`config.mk`:
```
export PLATFORM = sky130hd
export DESIGN_NAME = bitty_fetch_unit
export DESIGN_NICKNAME = d
export VERILOG_FILES = /design/src/rtl/bitty_fetch_unit.sv
export SDC_FILE = /design/constraint.sdc
export NUM_CORES = 1
export LEC_CHECK = 0
export ABC_AREA = 1
export BUFFER_PORTS_ARGS = -buffer_cell sky130_fd_sc_hd__buf_2
export CAP_MARGIN = 20
export CORE_ASPECT_RATIO = 1.1
export CORE_MARGIN = 4
export CORE_UTILIZATION = 35
export DETAILED_ROUTE_END_ITERATION = 7
export GPL_ROUTABILITY_DRIVEN = 1
export GPL_TIMING_DRIVEN = 0
export SLEW_MARGIN = 20
export SYNTH_ARGS = -nofsm -noshare
export SYNTH_HDL_FRONTEND = slang
export SYNTH_SLANG_ARGS = --single-unit
```
`constraint.sdc`:
```
create_clock -name clk -period 3.81 [get_ports clk]
set_input_delay 0.381 -clock clk [delete_from_list [all_inputs] [get_ports clk]]
set_output_delay 0.381 -clock clk [all_outputs]
set_load 0.1 [all_outputs]
```
`src/rtl/bitty_fetch_unit.sv`:
```
// Instruction fetch/issue stage for the bitty core: owns the PC, reads words over a
// req/valid handshake and holds run for CORE_CYCLES per word. Define
// BITTY_FETCH_PREFETCH_EN to fetch the next word into a one-entry buffer during EXEC.
module bitty_fetch_unit #(
    parameter int unsigned        ADDR_W      = 8,
    parameter int unsigned        CORE_CYCLES = 3,
    parameter logic [ADDR_W-1:0]  RESET_PC    = '0
) (
    input  logic              clk,
    input  logic              reset,
    input  logic              start,
    output logic              mem_req,
    output logic [ADDR_W-1:0] mem_addr,
    input  logic [15:0]       mem_rdata,
    input  logic              mem_valid,
    output logic [15:0]       instruction,
    output logic              run,
    output logic [ADDR_W-1:0] pc,
    output logic              halted
);

    localparam int unsigned       CNT_W     = (CORE_CYCLES > 1) ? $clog2(CORE_CYCLES) : 1;
    localparam logic [CNT_W-1:0]  CNT_LAST  = CNT_W'(CORE_CYCLES - 1);
    localparam logic [15:0]       HALT_WORD = 16'h0000;

    typedef enum logic [1:0] {
        S_IDLE,
        S_FETCH,
        S_EXEC,
        S_HALT
    } state_e;

    state_e            state_q, state_d;
    logic [ADDR_W-1:0] pc_q, pc_d;
    logic [ADDR_W-1:0] pc_inc;
    logic [15:0]       instr_q, instr_d;
    logic [CNT_W-1:0]  cnt_q, cnt_d;
    logic              req;
    logic [ADDR_W-1:0] addr;

`ifdef BITTY_FETCH_PREFETCH_EN
    logic              buf_valid_q, buf_valid_d;
    logic [15:0]       buf_q, buf_d;
`endif

    // Truncation to ADDR_W gives the modular wrap from the top address to zero.
    assign pc_inc = pc_q + ADDR_W'(1);

    // NOTE: every signal written below gets a default first, so no path leaves
    // one unassigned and no latch is inferred.
    always_comb begin
        state_d = state_q;
        pc_d    = pc_q;
        instr_d = instr_q;
        cnt_d   = cnt_q;
        req     = 1'b0;
        addr    = pc_q;
`ifdef BITTY_FETCH_PREFETCH_EN
        buf_valid_d = buf_valid_q;
        buf_d       = buf_q;
`endif

        unique case (state_q)
            S_IDLE: begin
                if (start) begin
                    pc_d    = RESET_PC;
                    state_d = S_FETCH;
                end
            end

            S_FETCH: begin
                req = 1'b1;
                if (mem_valid) begin
                    instr_d = mem_rdata;
                    cnt_d   = '0;
                    state_d = (mem_rdata == HALT_WORD) ? S_HALT : S_EXEC;
                end
            end

            S_EXEC: begin
`ifdef BITTY_FETCH_PREFETCH_EN
                // Request for pc+1 stays up until the buffer holds its word.
                req  = !buf_valid_q;
                addr = pc_inc;
                if (req && mem_valid) begin
                    buf_valid_d = 1'b1;
                    buf_d       = mem_rdata;
                end
`endif
                if (cnt_q == CNT_LAST) begin
                    pc_d  = pc_inc;
                    cnt_d = '0;
`ifdef BITTY_FETCH_PREFETCH_EN
                    if (buf_valid_d) begin
                        instr_d     = buf_d;
                        buf_valid_d = 1'b0;
                        state_d     = (buf_d == HALT_WORD) ? S_HALT : S_EXEC;
                    end else begin
                        // The outstanding request carries over: FETCH drives the
                        // same address because pc now equals the prefetch address.
                        state_d = S_FETCH;
                    end
`else
                    state_d = S_FETCH;
`endif
                end else begin
                    cnt_d = cnt_q + CNT_W'(1);
                end
            end

            S_HALT: begin
                if (start) begin
                    pc_d    = RESET_PC;
                    state_d = S_FETCH;
                end
            end

            default: state_d = S_IDLE;
        endcase
    end

    // NOTE: state registers use non-blocking assignments so every flop samples
    // the pre-edge value of the others, independent of statement order.
    always_ff @(posedge clk or posedge reset) begin
        if (reset) begin
            state_q <= S_IDLE;
            pc_q    <= RESET_PC;
            instr_q <= '0;
            cnt_q   <= '0;
`ifdef BITTY_FETCH_PREFETCH_EN
            buf_valid_q <= 1'b0;
            buf_q       <= '0;
`endif
        end else begin
            state_q <= state_d;
            pc_q    <= pc_d;
            instr_q <= instr_d;
            cnt_q   <= cnt_d;
`ifdef BITTY_FETCH_PREFETCH_EN
            buf_valid_q <= buf_valid_d;
            buf_q       <= buf_d;
`endif
        end
    end

    assign mem_req     = req;
    assign mem_addr    = addr;
    assign instruction = instr_q;
    assign run         = (state_q == S_EXEC);
    assign pc          = pc_q;
    assign halted      = (state_q == S_HALT);

    // A pending request must hold its address until memory accepts it.
    a_req_stable : assert property (
        @(posedge clk) disable iff (reset)
        (mem_req && !mem_valid) |=> (mem_req && $stable(mem_addr))
    );

    // The HALT word is never handed to the core.
    a_no_halt_exec : assert property (
        @(posedge clk) disable iff (reset)
        run |-> (instruction != HALT_WORD)
    );

endmodule

```
==> metrics.md, run 1 <==
| Metric | Value |
|---|---|
| Vias per inst | 4.56 |
| CTS tree | built |
| CP max stage delay | 460 ps |
| CTS root buffer | clkbuf_8 |
| Slowest-stage cell, CP | buf_2 |
| Post-CTS Setup Inserts | 0 |
| Die Y-Extent | 75.2 µm |
| Crit end category | output pin |
| Global route overflow | 0 |
| Synth Area in Compound Gates | 8.09% |
| RD Place Congestion | 0.730 |
| Initial DRC count | 95 |
| Drt first pass iters | 4 |
| CTS Sinks | 28 |
| Cell count after synthesis | 168 |
| Post-synthesis mux area share | 6.27% |
| Num rows | 24 |
| Nets | 251 |
| Arr. time, crit path | 1460 ps |
| Max Buffers Root-to-Sink | 2 |
| Req. time, crit path | 3430 ps |
| Register area share after synthesis | 48.7% |
| DRC | 0 |
| GR Util All Layers | 12.0% |
| FMAX | 544 MHz |
| Worst hold path type | input port to asynchronous set/reset pin |
| Distinct cells, synth | 21 |
| PortBufs | 54 |
| Die Wd | 69.1 µm |
| Largest net degree at the start of global routing | 29 |
| Run status | finished, final reports clean |
| Top-Level Pins | 55 |
| Final Hold Vio Count | 0 |
| #FFs+latches synth | 28 |
| Max Slew Vio Count | 0 |
| Critical path class | flop to output pin |
| Cell Chain, Critical Path | inv_1 > ha_1 > buf_2 |
| Mapped Area | 1440 µm² |
| Synth-to-Final Area Change | 28.3% |
| Number of max-cap violations | 0 |
| CTS resizes | 0 |
| Layout cells sized above 1 | 35.8% |
| Initial antenna violation count | 0 |
| Post-synthesis simple-gate area fraction | 21.7% |
| Unrepaired setup endpoints after global routing | false |
| Synthesized area per cell | 8.56 µm² |
| First-pass GRT wire length | 5.15 mm |
| Relative slew slack | 60.7% |
| Ys Warns | 0 |
| Minimum clock period after layout | 1840 ps |
| CTS clock-pin slew for the worst setup and hold paths | 100 ps |
| TNS Setup | 0 ps |
| H-tree level count | 1 |
| Antenna violation net count after detailed routing | 0 |
| Startpoint types | flop |
| Crit share post-route | 48.2% |
| Fillers | 438 |
| # setup viols final | 0 |
| Vias | 1268 |
| Largest family of logic cells by synthesized area | simple AND/OR/NAND/NOR gates |
| N_diodes | 0 |
| Synth Area in Adders | 3.48% |
| Drt wl/cell | 10.8 µm |
| Clock Latency Late Sink | 280 ps |
| CP Max Fanout | 4 |
| Xor/xnor cell area share of the yosys netlist | 0% |
| Syn nets | 192 |
| Die area | 5200 µm² |
| Worst-Margin Slew | 588 ps |
| Vias in the first global route | 1211 |
| CTS buffer count | 3 |
| Final wirelength | 3.01 mm |
| Post-detail-place hpwl | 2.36 mm |
| Cts-stage hold buffer count | 0 |
| Core Area | 3960 µm² |
| Initial core utilization | 36.3% |
| Worst clock skew | 9.34 ps |
## worst paths after layout
kind	start	to	slack, ps	cells past startpoint
max in group asynchronous	reset	cnt_q[1]	3270	2
worst max register to register	state_q[0]	mem_addr[3]	2300	9
worst min register to register	instruction[3]	instruction[3]	490	2
worst max-delay path	state_q[1]	mem_req	1970	3
min in group clk	mem_rdata[8]	instruction[8]	340	2
worst min-delay path	reset	mem_addr[4]	150	2
## synth_stat cells, drive strengths merged
library cell	instances	area share [%]
a21oi	1	0.35
buf	10	5.5
clkbuf	1	0.26
dfrtp	28	49
ha	4	3.5
inv	23	6.0
mux2	8	6.3
nand2	41	11
nand3	10	3.5
nand3b	1	0.52
nand4	5	2.2
nor2	14	3.8
o21a	1	0.52
o21ai	18	6.3
o21bai	1	0.52
o22ai	1	0.44
or2	1	0.44
## registers in the layout, summed over array words and instances (netlist names)
| name | count |
|---|---|
| state_q | 2 |
| mem_addr | 8 |
| instruction | 16 |
| cnt_q | 2 |
## area by class of cell
cell class / instances / area, µm² / area share (%)
flip-flops and latches: 28 / 701 / 38.0
multi-input cells: 106 / 568 / 30.8
repair buffers: 54 / 270 / 14.7
inverters: 23 / 86.3 / 4.68
plain buffers: 11 / 82.6 / 4.48
well taps: 52 / 65.1 / 3.53
clock buffers: 3 / 41.3 / 2.24
clock inverters: 1 / 30.0 / 1.63
## layer usage
layer	up-vias	track usage (%)	wire (µm)
li1	641	-	-
met5	-	0	0
met2	42	21.2	1400
met3	5	3.07	264
met4	0	3.25	25
met1	580	14.9	1320
## worst max-delay path: cells and delay by family, from the launching register on
family	cells	cell delay [ps]
flops	1	420
buf+inv	2	530
fa+ha+maj	1	230
## kinds of logic (layout without fill, tap and decap cells)
| family | after synthesis | count (layout) |
|---|---|---|
| AOI/OAI and AO/OA | 22 | 22 |
| adders and majority gates | 4 | 4 |
| buffers and inverters | 34 | 92 |
| DFF | 28 | 28 |
| muxes | 8 | 8 |
| and+or+nand+nor | 72 | 72 |
## through the flow
stage | utilization [%] | std cells | hold WS [ps] | instance area, µm² | setup slack (ps)
floorplan | - | 168 | 446 | 1440 | 1730
global placement | 44.7 | 274 | 465 | 1770 | 2270
detailed placement | 44.7 | 274 | 473 | 1770 | 2260
CTS | 46.5 | 278 | 184 | 1840 | 1950
global route | 46.5 | 278 | 203 | 1840 | 1910
finish | 46.5 | 278 | 150 | 1840 | 1970
## cells in the final DEF, fill, tap and decap left out, drive strengths merged
| cell | synthesis | final |
|---|---|---|
| buf | 10 | 64 |
| nand2 | 41 | 41 |
| dfrtp | 28 | 28 |
| inv | 23 | 23 |
| o21ai | 18 | 18 |
| nor2 | 14 | 14 |
| nand3 | 10 | 10 |
| mux2 | 8 | 8 |
| nand4 | 5 | 5 |
| ha | 4 | 4 |
| clkbuf | 1 | 4 |
| a21oi | 1 | 1 |
| or2 | 1 | 1 |
| o21a | 1 | 1 |
| o22ai | 1 | 1 |
| o21bai | 1 | 1 |
| nand3b | 1 | 1 |
| bufinv | 0 | 1 |
Power of run 1 is left out: the tool's default activity adds up to more than one toggle a clock period on the data nets, which glitch-free logic cannot reach.
==> inputs of run 2 (changes only) <==
ABC_AREA = 0   (was 1)
clock period = 1.8 ns   (was 3.81 ns; I/O delays follow)
==> run 2 against run 1 <==
The flow now finishes with violations (negative hold slack); register-to-register slack worse by 2200 ps; non-clock buffer count down 1; flip-flop and latch count stayed put; clock-buffer cell count increased by 1; synthesized cell count fell by 30%; worst hold slack got worse by 190 ps; final cell count shrank 18%; synthesized area is 6.3% lower; largest cell class unchanged.
==> metrics.md, run 2 <==
| Metric | Value |
|---|---|
| Startpoint types | flop |
| Top cell type by total area after synthesis | dfrtp_1 |
| Critical path's top delay family | simple AND/OR/NAND/NOR gates |
| FMAX | 574 MHz |
| Worst hold path type | input port to asynchronous set/reset pin |
| Drt wl/cell | 12.9 µm |
| Top-count cell post-synth | dfrtp_1 |
| Top cell type's share of synthesized area | 52.0% |
| Initial antenna violation count | 0 |
| Most common cell after layout, fill and taps aside | buf_2 |
| Global route overflow | 0 |
| Post-synthesis async set-or-reset flop share | 100% |
| H-tree level count | 1 |
| PortBufs | 54 |
| CTS tree | built |
| Core Area | 3680 µm² |
| Synthesized area per cell | 11.4 µm² |
| CTS Sinks | 28 |
| Buffers plus inverters on the worst setup path | 1 |
| Run status | finished with violations |
| CP Max Fanout | 9 |
| Number of max-cap violations | 0 |
| Cts-stage hold buffer count | 0 |
| Num rows | 23 |
| Die Wd | 67.2 µm |
| CTS clock-pin slew for the worst setup and hold paths | 100 ps |
| Largest net degree at the start of global routing | 29 |
| Layout cells sized above 1 | 48.0% |
| Post-detail-place hpwl | 2.29 mm |
| Final hold slack | -35.1 ps |
| # setup viols final | 0 |
| CP max stage delay | 510 ps |
| Initial core utilization | 36.6% |
| Final wirelength | 2.93 mm |
| RD Place Congestion | 0.747 |
| Ys Warns | 0 |
| Crit share post-route | 96.8% |
| Mapped Area | 1350 µm² |
| Req. time, crit path | 2000 ps |
| Most frequent cells in the layout | buf_2, dfrtp_1, mux2_1 |
| Vias per inst | 4.83 |
| Cell Chain, Critical Path | inv_2 > ha_4 > mux2_4 > o21ai_4 > or4_1 > a21oi_1 |
| Synth-to-Final Area Change | 32.8% |
| Max Slew Vio Count | 0 |
| Top-Level Pins | 55 |
| CTS buffer count | 3 |
| Die Y-Extent | 73.1 µm |
| Vias | 1096 |
| Failing checks | negative hold slack |
| PnR worst setup slack | 56.9 ps |
| DRC | 0 |
| Final Hold Vio Count | 28 |
| Relative slew slack | 60.6% |
| Post-synth top cells | dfrtp_1, mux2_1, a21oi_1 |
| First-pass GRT wire length | 4.86 mm |
| Drt first pass iters | 2 |
| CTS root buffer | clkbuf_8 |
| Worst-Margin Slew | 591 ps |
| Distinct cells, synth | 28 |
| Nets | 202 |
| Syn nets | 142 |
| GR Util All Layers | 12.5% |
| EDFF count, synth | 0 |
| Setup slack, reg-to-reg | 60 ps |
| Largest register FFs | 16 |
| Post-Layout Inst Area | 1790 µm² |
| Minimum clock period after layout | 1740 ps |
| Placed Area | 1720 µm² |
| Placement Setup Slack | -3.98 ps |
| Antenna violation net count after detailed routing | 0 |
| Worst clock skew | 5.64 ps |
| Slowest-stage cell, CP | or4_1 |
| Arr. time, crit path | 1940 ps |
| #FFs+latches synth | 28 |
| Initial DRC count | 20 |
| N_diodes | 0 |
| Max Buffers Root-to-Sink | 2 |
| Most common flop cell mapped by yosys | dfrtp_1 |
| Clock Latency Late Sink | 270 ps |
| Top post-synthesis cells by area | dfrtp_1, mux2_1, buf_4, a21oi_1, ha_1 |
| Register area share after synthesis | 52.0% |
| Die area | 4910 µm² |
| Worst r2r src | state_q[0] |
| Crit end category | flop |
| Unrepaired setup endpoints after global routing | false |
| Crit. Startpoint | state_q[0] |
| Critical path class | flop to flop |
| Vias in the first global route | 1114 |
| Cell count after synthesis | 118 |
[run 2: changes by cell type in the layout (fill, tap and decap cells not counted), moves of 8 or more]
cell / change
nor2_1: -12
mux2_1: +16
inv_1: -17
o21ai_0: -17
nand3_1: -8
a21oi_1: +9
mux2_2: -8
dfrtp_1: -9
nand2_1: -33
[run 2: kinds of logic (layout without fill, tap and decap cells)]
group,Yosys count,in the layout,synth area share (%)
adder cells (fa/ha/maj),4,4,3.71
flip-flops,28,28,52.0
AND/OR/NAND/NOR,29,29,11.9
buffers and inverters,16,75,6.78
XOR/XNOR,1,1,0.650
multiplexers,17,17,14.5
AO/OA/AOI/OAI,23,23,10.5
[run 2: layout make-up]
type / instances / area [µm²]
timing repair buffer: 55 / 278
fill: 383 / 1890
sequential: 28 / 717
inverter: 7 / 26.3
multi-input combinational: 74 / 583
tap: 50 / 62.6
buffer: 9 / 67.6
clock buffer: 4 / 55.1
[run 2: worst register-to-register path: cells and delay by family, from the launching register on]
family / cells / cell delay, ps
adder cells (fa/ha/maj): 1 / 210
AO/OA/AOI/OAI: 2 / 210
buffers and inverters: 1 / 80
AND/OR/NAND/NOR: 1 / 510
multiplexers: 1 / 220
flip-flops: 1 / 440
[run 2: path summary, 6_finish.rpt]
kind / depth (start not counted) / to
worst min-delay path: 2 / mem_addr[7]
worst max-delay path: 6 / mem_addr[5]
worst max register to register: 6 / mem_addr[5]
max in group asynchronous: 2 / mem_addr[3]
min in group clk: 2 / instruction[4]
worst min register to register: 1 / instruction[15]
[run 2: timing repair]
item	4_1_cts	5_1_grt
setup endpoints to repair	1	13
resized for setup	1	3
pin swaps	0	1
buffers inserted	0	1
[run 2: per-stage QoR]
stage	hold WS [ps]	instances	TNS [ps]	utilization, %
floorplan	245	118	-81.2	-
global placement	408	222	0	46.7
detailed placement	411	222	-3.98	46.7
CTS	129	226	0	48.2
global route	6.59	227	0	48.6
finish	-35.1	227	0	48.6
[run 2: metal layers]
layer	part of all wire [%]	vias up	track usage, %
met5	0	-	0
met4	0.31	0	2.03
met3	7.6	2	2.77
met2	51	40	22.6
met1	41	525	15.4
li1	-	529	-
Power of run 2 is left out for the same reason.
==> inputs of run 3 (changes only) <==
GPL_TIMING_DRIVEN = unset   (was 0)
==> run 3 against run 2 <==
The flow now finishes without violations; via count shrank 0.91%; design area shrank 1.7%; non-clock buffer count shrank 6; critical endpoint unchanged; highest routed layer unchanged; critical path depth shrank 1; die area is the same; worst hold slack gained 160 ps; maximum frequency grew 0.78%; routed wire length shrank 0.82%; sequential share of layout area grew 0.61 points; global-route usage grew 0.42 points; first-iteration DRC count shrank 5.0%.
==> metrics.md, run 3 (synthesized netlist as in run 2, its figures left out) <==
| Metric | Value |
|---|---|
| Crit share post-route | 96.1% |
| Core Area | 3680 µm² |
| Layout Cells excl Fill | 221 |
| Vias | 1086 |
| Arr. time, crit path | 1940 ps |
| Antenna violation net count after detailed routing | 0 |
| CP Max Fanout | 9 |
| Final hold slack | 121 ps |
| Largest net degree at the start of global routing | 21 |
| Vias in the first global route | 1108 |
| Relative slew slack | 67.4% |
| H-tree level count | 1 |
| Critical path class | flop to flop |
| Die Wd | 67.2 µm |
| DRC | 0 |
| Req. time, crit path | 2010 ps |
| Vias per inst | 4.91 |
| Drt wl/cell | 13.1 µm |
| N_diodes | 0 |
| Drt first pass iters | 3 |
| CTS Sinks | 28 |
| Crit end category | flop |
| Layout cells sized above 1 | 43.9% |
| # setup viols final | 0 |
| Num rows | 23 |
| Synth-to-Final Area Change | 30.5% |
| Unrepaired setup endpoints after global routing | false |
| Layout Utilization | 47.8% |
| Clock Latency Late Sink | 280 ps |
| First-pass GRT wire length | 4.83 mm |
| Worst hold path type | input port to flop |
| CTS tree | built |
| Max Buffers Root-to-Sink | 2 |
| Nets | 196 |
| Post-CTS Setup Inserts | 0 |
| CTS clock-pin slew for the worst setup and hold paths | 100 ps |
| Initial antenna violation count | 0 |
| GR Util All Layers | 13.0% |
| Number of max-cap violations | 0 |
| Largest register FFs | 16 |
| Die area | 4910 µm² |
| Top-Level Pins | 55 |
| Final Hold Vio Count | 0 |
| CTS root buffer | clkbuf_8 |
| Most frequent cells in the layout | buf_2, dfrtp_1, mux2_1 |
| Placed insts | 216 |
| Startpoint types | flop |
| Minimum clock period after layout | 1730 ps |
| PortBufs | 54 |
| Worst clock skew | 8.29 ps |
| Initial DRC count | 19 |
| Max Slew Vio Count | 0 |
| Post-detail-place hpwl | 2.32 mm |
| Initial core utilization | 36.6% |
| CTS buffer count | 3 |
| Most common cell after layout, fill and taps aside | buf_2 |
| FMAX | 578 MHz |
| Die Y-Extent | 73.1 µm |
| Global route overflow | 0 |
| Worst-Margin Slew | 492 ps |
| Final wirelength | 2.90 mm |
| Run status | finished, final reports clean |
| RD Place Congestion | 0.792 |
-- run 3: cell types whose count changed in the layout (fill, tap and decap cells not counted) --
cell,change
nand2_2,-1
dfrtp_2,-1
dfrtp_1,+1
clkbuf_4,-1
inv_1,+1
buf_4,-6
clkbuf_8,-1
nand2_1,+1
dlygate4sd3_1,+1
inv_2,-1
bufinv_16,+1
-- run 3: area by class of cell --
type / instances / area, µm²
fill: 379 / 1920
tap: 50 / 62.6
clock buffer: 3 / 41.3
timing repair buffer: 58 / 303
multi-input combinational: 74 / 581
inverter: 7 / 26.3
clock inverter: 1 / 30.0
sequential: 28 / 716
-- run 3: timing repair --
item                                   4_1_cts  5_1_grt
setup endpoints to repair                    0        1
resized for setup                            0        1
hold buffers                                 1        0
endpoints found under the hold margin        8        0
-- run 3: final timing paths --
kind                           startpoint         endpoint  slack, ps  cells past startpoint
max reg2reg                    state_q[1]      mem_addr[5]         70                      5
max                            state_q[1]      mem_addr[5]         70                      5
max in group asynchronous           reset       state_q[1]        800                      4
min in group asynchronous           reset      mem_addr[3]        400                      3
min reg2reg                instruction[4]   instruction[4]        490                      1
min                         mem_rdata[10]  instruction[10]        120                      2
-- run 3: worst max-delay path, stage by stage (launching register included) --
cell     delay, ps
dfrtp_2        450
ha_4           300
mux2_4         170
o21ai_4         80
or4_1          500
a21oi_1        150
-- run 3: metrics by stage --
stage | TNS, ps | area, µm² | setup slack (ps)
after global placement | 0 | 1680 | 119
after CTS | 0 | 1760 | 57.2
final | 0 | 1760 | 70.4
after detailed placement | 0 | 1680 | 76.1
after global routing | 0 | 1760 | 2.40
after floorplan | -81.2 | 1390 | -81.2
-- run 3: layer usage --
layer / wire [µm] / global-route usage [%] / part of all wire [%]
met4: 52 / 6.08 / 1.8
met2: 1450 / 23.1 / 50
met3: 241 / 2.62 / 8.3
met5: 0 / 0 / 0
met1: 1160 / 14.5 / 40
Power of run 3 is left out for the same reason.
